==> src/rtl/regfile_loader_if.sv <==
// Bundle between regfile_loader and its environment:
// control, load/dump streams and register-file ports.
interface regfile_loader_if #(
  parameter int addr_width = 5,
  parameter int data_width = 32
);
  logic                  start;
  logic [1:0]            mode;
  logic [data_width-1:0] fill_data;
  logic                  abort;
  logic                  busy;
  logic                  done;
  logic                  in_valid;
  logic [data_width-1:0] in_data;
  logic                  in_ready;
  logic                  out_valid;
  logic [data_width-1:0] out_data;
  logic                  out_ready;
  logic [addr_width-1:0] rf_addr_in;
  logic [data_width-1:0] rf_d_in;
  logic                  rf_we;
  logic [addr_width-1:0] rf_addr_rd;
  logic [data_width-1:0] rf_d_rd;

  modport master (
    input  start, mode, fill_data, abort,
    input  in_valid, in_data, out_ready,
    input  rf_d_rd,
    output busy, done, in_ready,
    output out_valid, out_data,
    output rf_addr_in, rf_d_in, rf_we,
    output rf_addr_rd
  );

  modport slave (
    output start, mode, fill_data, abort,
    output in_valid, in_data, out_ready,
    output rf_d_rd,
    input  busy, done, in_ready,
    input  out_valid, out_data,
    input  rf_addr_in, rf_d_in, rf_we,
    input  rf_addr_rd
  );
endinterface

==> src/rtl/regfile_loader.sv <==
// Bulk fill / stream-load / stream-dump engine for a register file.
// Ports: CLK, RST (async, active-high); bus = regfile_loader_if.master
//   control: start, mode, fill_data, abort -> busy, done
//   load stream: in_valid, in_data -> in_ready
//   dump stream: out_ready -> out_valid, out_data (registered)
//   rf: rf_addr_in, rf_d_in, rf_we (write), rf_addr_rd -> rf_d_rd (read)
module regfile_loader #(
  parameter int addr_width = 5,
  parameter int data_width = 32,
  parameter int lo         = 0,
  parameter int hi         = 31
) (
  input  logic                CLK,
  input  logic                RST,
  regfile_loader_if.master    bus
);

  typedef enum logic [2:0] {
    IDLE,
    FILL,
    LOAD,
    DUMP,
    FIN
  } state_e;

  localparam logic [addr_width-1:0] LO =
    addr_width'(lo);
  localparam logic [addr_width-1:0] HI =
    addr_width'(hi);
  localparam logic [addr_width-1:0] ONE =
    addr_width'(1);

  state_e                state_q, state_d;
  logic [addr_width-1:0] ptr_q, ptr_d;
  logic [data_width-1:0] fill_q, fill_d;
  logic                  ov_q, ov_d;
  logic [data_width-1:0] od_q, od_d;
  // set once the hi entry has been captured
  // into the output register during DUMP
  logic                  exh_q, exh_d;

  always_ff @(posedge CLK or posedge RST) begin
    if (RST) begin
      state_q <= IDLE;
      ptr_q   <= LO;
      fill_q  <= '0;
      ov_q    <= 1'b0;
      od_q    <= '0;
      exh_q   <= 1'b0;
    end else begin
      state_q <= state_d;
      ptr_q   <= ptr_d;
      fill_q  <= fill_d;
      ov_q    <= ov_d;
      od_q    <= od_d;
      exh_q   <= exh_d;
    end
  end

  always_comb begin
    state_d = state_q;
    ptr_d   = ptr_q;
    fill_d  = fill_q;
    ov_d    = ov_q;
    od_d    = od_q;
    exh_d   = exh_q;

    bus.busy       = (state_q == FILL) ||
                     (state_q == LOAD) ||
                     (state_q == DUMP);
    bus.done       = (state_q == FIN);
    bus.in_ready   = 1'b0;
    bus.rf_we      = 1'b0;
    bus.rf_d_in    = fill_q;
    bus.rf_addr_in = ptr_q;
    bus.rf_addr_rd = ptr_q;
    bus.out_valid  = ov_q;
    bus.out_data   = od_q;

    if (bus.abort && state_q != IDLE) begin
      // abort wins: no write, no handshake,
      // no DONE, back to a clean idle
      state_d = IDLE;
      ptr_d   = LO;
      ov_d    = 1'b0;
      exh_d   = 1'b0;
    end else begin
      unique case (state_q)
        IDLE: begin
          if (bus.start) begin
            unique case (1'b1)
              (bus.mode == 2'b00): begin
                state_d = FILL;
                ptr_d   = LO;
                fill_d  = bus.fill_data;
              end
              (bus.mode == 2'b01): begin
                state_d = LOAD;
                ptr_d   = LO;
              end
              (bus.mode == 2'b10): begin
                state_d = DUMP;
                ptr_d   = LO;
                exh_d   = 1'b0;
              end
              default: ;
            endcase
          end
        end
        FILL: begin
          bus.rf_we = 1'b1;
          if (ptr_q == HI) state_d = FIN;
          else ptr_d = ptr_q + ONE;
        end
        LOAD: begin
          bus.in_ready = 1'b1;
          bus.rf_d_in  = bus.in_data;
          bus.rf_we    = bus.in_valid;
          if (bus.in_valid) begin
            if (ptr_q == HI) state_d = FIN;
            else ptr_d = ptr_q + ONE;
          end
        end
        DUMP: begin
          if (!exh_q &&
              (!ov_q || bus.out_ready)) begin
            od_d = bus.rf_d_rd;
            ov_d = 1'b1;
            if (ptr_q == HI) exh_d = 1'b1;
            else ptr_d = ptr_q + ONE;
          end else if (ov_q && bus.out_ready) begin
            // once exhausted, the word leaving
            // now is the hi entry
            ov_d = 1'b0;
            if (exh_q) state_d = FIN;
          end
        end
        FIN: state_d = IDLE;
        default: state_d = IDLE;
      endcase
    end
  end

endmodule

==> src/flat_wrapper.sv <==
// flat-port wrapper written by rule: the top's interface ports become plain ports
module regfile_loader_flat 
#(
  parameter int addr_width = 5,
  parameter int data_width = 32,
  parameter int lo         = 0,
  parameter int hi         = 31
)
  (CLK, RST, bus_start, bus_mode, bus_fill_data, bus_abort, bus_in_valid, bus_in_data, bus_out_ready, bus_rf_d_rd, bus_busy, bus_done, bus_in_ready, bus_out_valid, bus_out_data, bus_rf_addr_in, bus_rf_d_in, bus_rf_we, bus_rf_addr_rd);
  regfile_loader_if #(.addr_width(addr_width), .data_width(data_width)) bus_i ();
  input  logic CLK;
  input  logic RST;
  input wire logic [$bits(bus_i.start)-1:0] bus_start;
  input wire logic [$bits(bus_i.mode)-1:0] bus_mode;
  input wire logic [$bits(bus_i.fill_data)-1:0] bus_fill_data;
  input wire logic [$bits(bus_i.abort)-1:0] bus_abort;
  input wire logic [$bits(bus_i.in_valid)-1:0] bus_in_valid;
  input wire logic [$bits(bus_i.in_data)-1:0] bus_in_data;
  input wire logic [$bits(bus_i.out_ready)-1:0] bus_out_ready;
  input wire logic [$bits(bus_i.rf_d_rd)-1:0] bus_rf_d_rd;
  output wire logic [$bits(bus_i.busy)-1:0] bus_busy;
  output wire logic [$bits(bus_i.done)-1:0] bus_done;
  output wire logic [$bits(bus_i.in_ready)-1:0] bus_in_ready;
  output wire logic [$bits(bus_i.out_valid)-1:0] bus_out_valid;
  output wire logic [$bits(bus_i.out_data)-1:0] bus_out_data;
  output wire logic [$bits(bus_i.rf_addr_in)-1:0] bus_rf_addr_in;
  output wire logic [$bits(bus_i.rf_d_in)-1:0] bus_rf_d_in;
  output wire logic [$bits(bus_i.rf_we)-1:0] bus_rf_we;
  output wire logic [$bits(bus_i.rf_addr_rd)-1:0] bus_rf_addr_rd;
  assign bus_i.start = bus_start;
  assign bus_i.mode = bus_mode;
  assign bus_i.fill_data = bus_fill_data;
  assign bus_i.abort = bus_abort;
  assign bus_i.in_valid = bus_in_valid;
  assign bus_i.in_data = bus_in_data;
  assign bus_i.out_ready = bus_out_ready;
  assign bus_i.rf_d_rd = bus_rf_d_rd;
  assign bus_busy = bus_i.busy;
  assign bus_done = bus_i.done;
  assign bus_in_ready = bus_i.in_ready;
  assign bus_out_valid = bus_i.out_valid;
  assign bus_out_data = bus_i.out_data;
  assign bus_rf_addr_in = bus_i.rf_addr_in;
  assign bus_rf_d_in = bus_i.rf_d_in;
  assign bus_rf_we = bus_i.rf_we;
  assign bus_rf_addr_rd = bus_i.rf_addr_rd;
  regfile_loader #(.addr_width(addr_width), .data_width(data_width), .lo(lo), .hi(hi)) u_core (.CLK(CLK), .RST(RST), .bus(bus_i));
endmodule
==> config.mk <==
export PLATFORM = sky130hd
export DESIGN_NAME = regfile_loader_flat
export DESIGN_NICKNAME = d
export VERILOG_FILES = /design/src/rtl/regfile_loader_if.sv /design/src/rtl/regfile_loader.sv /design/src/flat_wrapper.sv
export SDC_FILE = /design/constraint.sdc
export NUM_CORES = 1
export LEC_CHECK = 0
export CAP_MARGIN = 20
export CORE_MARGIN = 1.5
export CORE_UTILIZATION = 40
export CTS_CLUSTER_SIZE = 10
export DETAILED_ROUTE_END_ITERATION = 7
export PLACE_DENSITY = 0.8
export SYNTH_ARGS = -nofsm -noshare
export SYNTH_HDL_FRONTEND = slang
export SYNTH_SLANG_ARGS = --single-unit
==> constraint.sdc <==
create_clock -name CLK -period 2.4 [get_ports CLK]
set_input_delay 0.24 -clock CLK [delete_from_list [all_inputs] [get_ports CLK]]
set_output_delay 0.24 -clock CLK [all_outputs]
set_load 0.03 [all_outputs]
* Word level (Yosys, flattened, before mapping)
Cells that the tools add are included.
** Word-level totals
- Register bits :: 74
- Bits of input ports :: 104
- Output and inout bits :: 79
- Logic and storage cells :: 79
** Cells by class
- Add/subtract/negate cells :: 1
- Eq/ne operators :: 17
- Mux-type cells :: 32
- Bitwise operators :: 1
- Reduce and logical (&&, ||, !) cells :: 22
** Operator list (number)
- $mux 32 :: 2
- $mux 5 :: 6
- $mux 3 :: 7
- $pmux 5 s4 :: 1
- $ne 3x3->1 const B :: 5
- $mux 1 :: 12
- $pmux 3 s4 :: 1
- $reduce_and 5->1 :: 2
- $ne 3x2->1 const B :: 3
- $pmux 3 s3 :: 1
- $reduce_bool 3->1 :: 3
- $eq 3x2->1 const B :: 2
- $reduce_and 6->1 :: 1
- $add 5x1->5 const B :: 1
- $eq 5x5->1 const B :: 1
- $ne 5x1->1 const B :: 1
- $reduce_bool 5->1 :: 1
- $pmux 1 s2 :: 2
- $reduce_and 4->1 :: 1
- $eq 3x1->1 const B :: 1
- $eq 3x3->1 const B :: 1
- $logic_and 1x1->1 :: 3
- $logic_not 3->1 :: 1
- $logic_or 1x1->1 :: 3
- other kinds (10) :: 11

* Depth between registers and ports, before layout
- Word-level depth :: 6
- Depth in mapped cells :: 8
- Mapped depth without buffers :: 8

* Least setup slack after synthesis
No wires, ideal clock.
- Kind :: flip-flop to flip-flop
- Start point :: register u_core.ptr_q[0] (netlist: u_core.bus.rf_addr_in[0])
- End point :: register u_core.ptr_q[3] (netlist: u_core.bus.rf_addr_in[3])
- Arrival :: 2157 ps
- Data required time :: 2331 ps
- Setup slack :: 174 ps
- Cell stages (with the launch flop) :: 9
- Buffers on the path :: 0
- Period minus slack after synthesis :: 2226 ps
- Path through :: dfrtp_1 ha_1 and3_1 ha_1 o21a_1 o21bai_2 o2111ai_4 or4_1 nand3_1
** On the way
- Cells in the longest elaborated chain, start to end :: 5
** RTL lines
- start: declaration :: RTL line regfile_loader.sv:34 : logic [addr_width-1:0] ptr_q, ptr_d;
- start signal: assignment :: RTL line regfile_loader.sv:52 : ptr_q <= ptr_d;
- $add 5x1->5 or $eq 5x5->1 (tied branches)
- $mux 5 * :: RTL line regfile_loader.sv:112, regfile_loader.sv:120, regfile_loader.sv:129
- $mux 5, on equally long branches :: RTL line regfile_loader.sv:125, regfile_loader.sv:119
- $pmux 5 s4 * :: RTL line regfile_loader.sv:88 : unique case (state_q)
- $mux 5 * :: RTL line regfile_loader.sv:80 : if (bus.abort && state_q != IDLE) begin
Every way passes the cells marked *; elsewhere a longest branch is shown, timed or not. The select of a mux whose other input is x is not followed.
A chain may end at the register's enable or synchronous reset.

* Final worst setup path
- Start point :: register u_core.state_q[2]
- End point :: output port bus_rf_d_in[6]
** On the way
- Cells in the longest elaborated chain, start to end :: 3
** RTL lines
- start: declaration :: RTL line regfile_loader.sv:33 : state_e state_q, state_d;
- start signal: assignment :: RTL line regfile_loader.sv:51 : state_q <= state_d;
- $eq 3x2->1 or $reduce_bool 3->1 (tied branches) :: RTL line regfile_loader.sv:88, regfile_loader.sv:80
- $mux 32 or $logic_and 1x1->1 (tied branches) :: RTL line regfile_loader.sv:88, regfile_loader.sv:80
- $mux 32 * :: RTL line regfile_loader.sv:80
- end: declaration :: RTL line flat_wrapper.sv:27 : output wire logic [$bits(bus_i.rf_d_in)-1:0] bus_rf_d_in;
Every way passes the cells marked *; elsewhere a longest branch is shown, timed or not.

==> results.json <==
{
  "n_antenna_cell": 0,
  "areaGrowthSynthToFinish_pct": 58.6,
  "num-fill-cells": 695,
  "postSynthAreaPerCell_um2": 13.9,
  "pwr-share-comb_pct": 56.1,
  "mappedNetlistArea_mm2": 0.00360,
  "dpl.hpwl_um": 6710,
  "crit_buf_inv": 3,
  "synth_top_cells_by_area": "sky130_fd_sc_hd__dfrtp_1 (51%), sky130_fd_sc_hd__mux2_2 (30%), sky130_fd_sc_hd__ha_1 (2.1%)",
  "worst_setup_slack_after_layout_ns": 0.0579,
  "firstDrtPassIters": 4,
  "finish.utilization_pct": 65.5,
  "clk_pin_slew_worst_paths_ns": 0.08,
  "pin_count_of_the_biggest_net_entering_global_routing": 75,
  "htree_levels": 3,
  "number_of_global_route_vias_before_repair": 2811,
  "cts_made_buffers": 9,
  "syn-num-nets": 369,
  "cts_tree": "built",
  "cts-root-to-sink-buffers": 2,
  "p_sw_w": 0.00297,
  "critical_path_s_top_delay_family": "buffers and inverters",
  "fin_worst_skew_ns": 0.0117,
  "max-slew-margin-rel_pct": 70.0,
  "post-route-cell-area_mm2": 0.00571,
  "multi_input_comb_area_mm2": 0.00159,
  "clockRootBuffer": "sky130_fd_sc_hd__clkbuf_8",
  "grt_pass1_wl_um": 14400,
  "numClockSinks": 74,
  "layout_worst_path_cycle_share_pct": 97.6,
  "fraction_of_layout_cells_with_a_size_suffix_above_1_pct": 29.6,
  "floorplan.die.width_um": 97.9,
  "vias": 2763,
  "initialDrtViolationCount": 56,
  "total_leakage_power_nw": 2.46,
  "timing.critical_path.slowest_cell_delay_ns": 0.42,
  "seqPwrFrac_pct": 30.2,
  "outcome": "completed",
  "synth_warnings": 0,
  "p_int_w": 0.00419,
  "seq_area_frac_synth_pct": 51.4,
  "drt.antenna.violating_nets": 0,
  "setup_violations": 0,
  "fin_worst_hold_slack_ns": 0.294,
  "ff_latch_count_synth": 74,
  "start_util_pct": 41.3,
  "final-seq-area_mm2": 0.00185,
  "critical_path_required_ns": 2.16,
  "synth_top_area_cell": "sky130_fd_sc_hd__dfrtp_1",
  "place_congestion": 0.809,
  "dpl-instance-area_mm2": 0.00552,
  "antenna_violations_before_repair": 0,
  "drt-vias-per-instance": 4.96,
  "crit_path_dat_ns": 2.10,
  "drt-total-wl_um": 9120,
  "buffers_added_on_ports": 182,
  "nNetsFinal": 554,
  "setup.worst_path.class": "flip-flop to output pin",
  "power_density_mw_per_mm2": 1250,
  "preCtsSetupSlack_ns": -0.0515,
  "crit_end_category": "output pin",
  "max_clock_freq_ghz": 0.427,
  "synth_top_area_share_pct": 51.4,
  "worst_path_maximum_fanout": 16,
  "crit_path_top_delay_cell": "sky130_fd_sc_hd__dfrtp_1",
  "min_period_ns": 2.34,
  "max-cap-violations": 0,
  "globalRouteTotalUtil_pct": 19.0,
  "drc": 0,
  "crit_path_cell_trace": "nor4b_4 > buf_4 > clkbuf_16 > mux2_2 > dlygate4sd2_1",
  "min-delay-path-class": "primary input to async pin",
  "io_pins": 183,
  "grt_overflow_total": 0,
  "max-vdd-ir-drop_mv": 0.556,
  "synth.distinct_cells": 36,
  "finalHoldViolations": 0,
  "switching_share_pct": 41.5,
  "core_region_area_mm2": 0.00872,
  "floorplan.die.height_um": 97.9,
  "floorplan.die_area_mm2": 0.00958,
  "clk_latency_ns": 0.35,
  "cp-start-kind": "flip-flop",
  "report.final.slew_viol_count": 0,
  "worst_pin_slew_ns": 0.447,
  "core.rowCount": 34,
  "p_clk_share_pct": 13.7,
  "netlist_instances": 259,
  "wl_per_cell_um": 16.4
}
[synthesized netlist by cell type, drive strengths merged]
cell type,number
and2,1
nor3b,1
nand3,7
nor2,7
buf,18
or3,1
dfrtp,74
nand2,7
nor4b,2
or4,2
xnor2,1
inv,3
and3b,2
a31o,1
nand4bb,1
a21o,1
o2111ai,1
nor3,6
and3,1
a21oi,3
ha,6
o21a,1
o21bai,1
o21ai,8
nor4,1
nand3b,1
mux2,99
and2b,1
a31oi,1
[area by class of cell]
type | instances | area share, %
Timing Repair Buffer | 192 | 33.6
Sequential cell | 74 | 32.4
Multi-Input combinational cell | 164 | 27.9
Tap cell | 108 | 2.37
Clock buffer | 9 | 2.17
Clock inverter | 7 | 1.34
Inverter | 3 | 0.197
[worst min-delay path: stages]
cell and delay, ns:
sky130_fd_sc_hd__clkdlybuf4s50_1 0.42, sky130_fd_sc_hd__inv_2 0.08, sky130_fd_sc_hd__buf_12 0.31
[power groups by stage]
stage	Clock [W]	Sequential [W]	Combinational [W]
floorplan	0	0.00269	0.00206
global placement	0	0.00216	0.00418
detailed placement	0	0.00220	0.00425
CTS	0.00101	0.00217	0.00403
global route	0.00106	0.00224	0.00424
finish	0.000978	0.00216	0.00402
[metrics by stage]
| step | total power [W] | TNS, ns | std cells |
|---|---|---|---|
| after floorplan | 0.00476 | 0 | 259 |
| after global placement | 0.00633 | -0.451 | 539 |
| after detailed placement | 0.00645 | -0.971 | 539 |
| after CTS | 0.00721 | 0 | 555 |
| after global routing | 0.00754 | -0.0945 | 557 |
| final | 0.00716 | 0 | 557 |
[metal layers]
| layer | track usage (%) | routed length (µm) |
|---|---|---|
| met4 | 6.59 | 100 |
| met2 | 33.7 | 4770 |
| met5 | 0 | 0 |
| met1 | 22.5 | 3750 |
| met3 | 4.51 | 493 |
[flip-flops by register name, summed over array words and instances (netlist names)]
name                   count
u_core.bus.out_data       32
u_core.fill_q             32
u_core.bus.rf_addr_in      5
u_core.state_q             3
u_core.bus.out_valid       1
u_core.exh_q               1
[final timing paths]
path | start | endpoint | cells after the start | slack, ns
worst max-delay path | u_core.state_q[2]$_DFFE_PP0P_ | bus_rf_d_in[6] | 5 | 0.06
worst min-delay path | RST | u_core.fill_q[9]$_DFFE_PP0P_ | 3 | 0.29
worst max register to register | u_core.bus.rf_addr_in[0]$_DFFE_PP0P_ | u_core.bus.rf_addr_in[3]$_DFFE_PP0P_ | 8 | 0.21
worst min register to register | u_core.bus.out_data[1]$_DFFE_PP0P_ | u_core.bus.out_data[1]$_DFFE_PP0P_ | 1 | 0.49
max in group asynchronous | RST | u_core.bus.out_data[6]$_DFFE_PP0P_ | 3 | 1.76
min in group CLK | u_core.bus.out_data[1]$_DFFE_PP0P_ | u_core.bus.out_data[1]$_DFFE_PP0P_ | 1 | 0.49
[logic make-up after synthesis]
family / after synthesis / synth area share [%]
AOI/OAI and AO/OA: 17 / 3.54
xor gates and xnor gates: 1 / 0.243
adders and majority gates: 6 / 2.08
muxes: 99 / 30.9
buffers and inverters: 21 / 4.41
DFF: 74 / 51.4
and+or+nand+nor: 41 / 7.36
[placed cells by master, fill, tap and decap left out, types with 2 or more instances in the layout]
master	n
sky130_fd_sc_hd__a21oi_1	3
sky130_fd_sc_hd__and3b_1	2
sky130_fd_sc_hd__inv_1	2
sky130_fd_sc_hd__mux2_2	95
sky130_fd_sc_hd__nor3_1	5
sky130_fd_sc_hd__o21ai_0	7
sky130_fd_sc_hd__clkinvlp_4	2
sky130_fd_sc_hd__nand3_1	7
sky130_fd_sc_hd__buf_12	4
sky130_fd_sc_hd__ha_1	6
sky130_fd_sc_hd__buf_4	6
sky130_fd_sc_hd__nand2_1	7
sky130_fd_sc_hd__inv_6	2
sky130_fd_sc_hd__clkdlybuf4s50_1	148
sky130_fd_sc_hd__dlygate4sd2_1	32
sky130_fd_sc_hd__dfrtp_1	74
sky130_fd_sc_hd__or4_1	2
sky130_fd_sc_hd__mux2_1	4
sky130_fd_sc_hd__nor2_1	6
sky130_fd_sc_hd__clkbuf_8	9
[repair_timing]
item                                    CTS  global route
pin swaps                                 0             1
buffers inserted                          0             1
resized for setup                        33             1
cloned                                    0             1
endpoints found under the setup margin   33            11
hold buffers                              0             0
(Power assumes the default switching activity.)
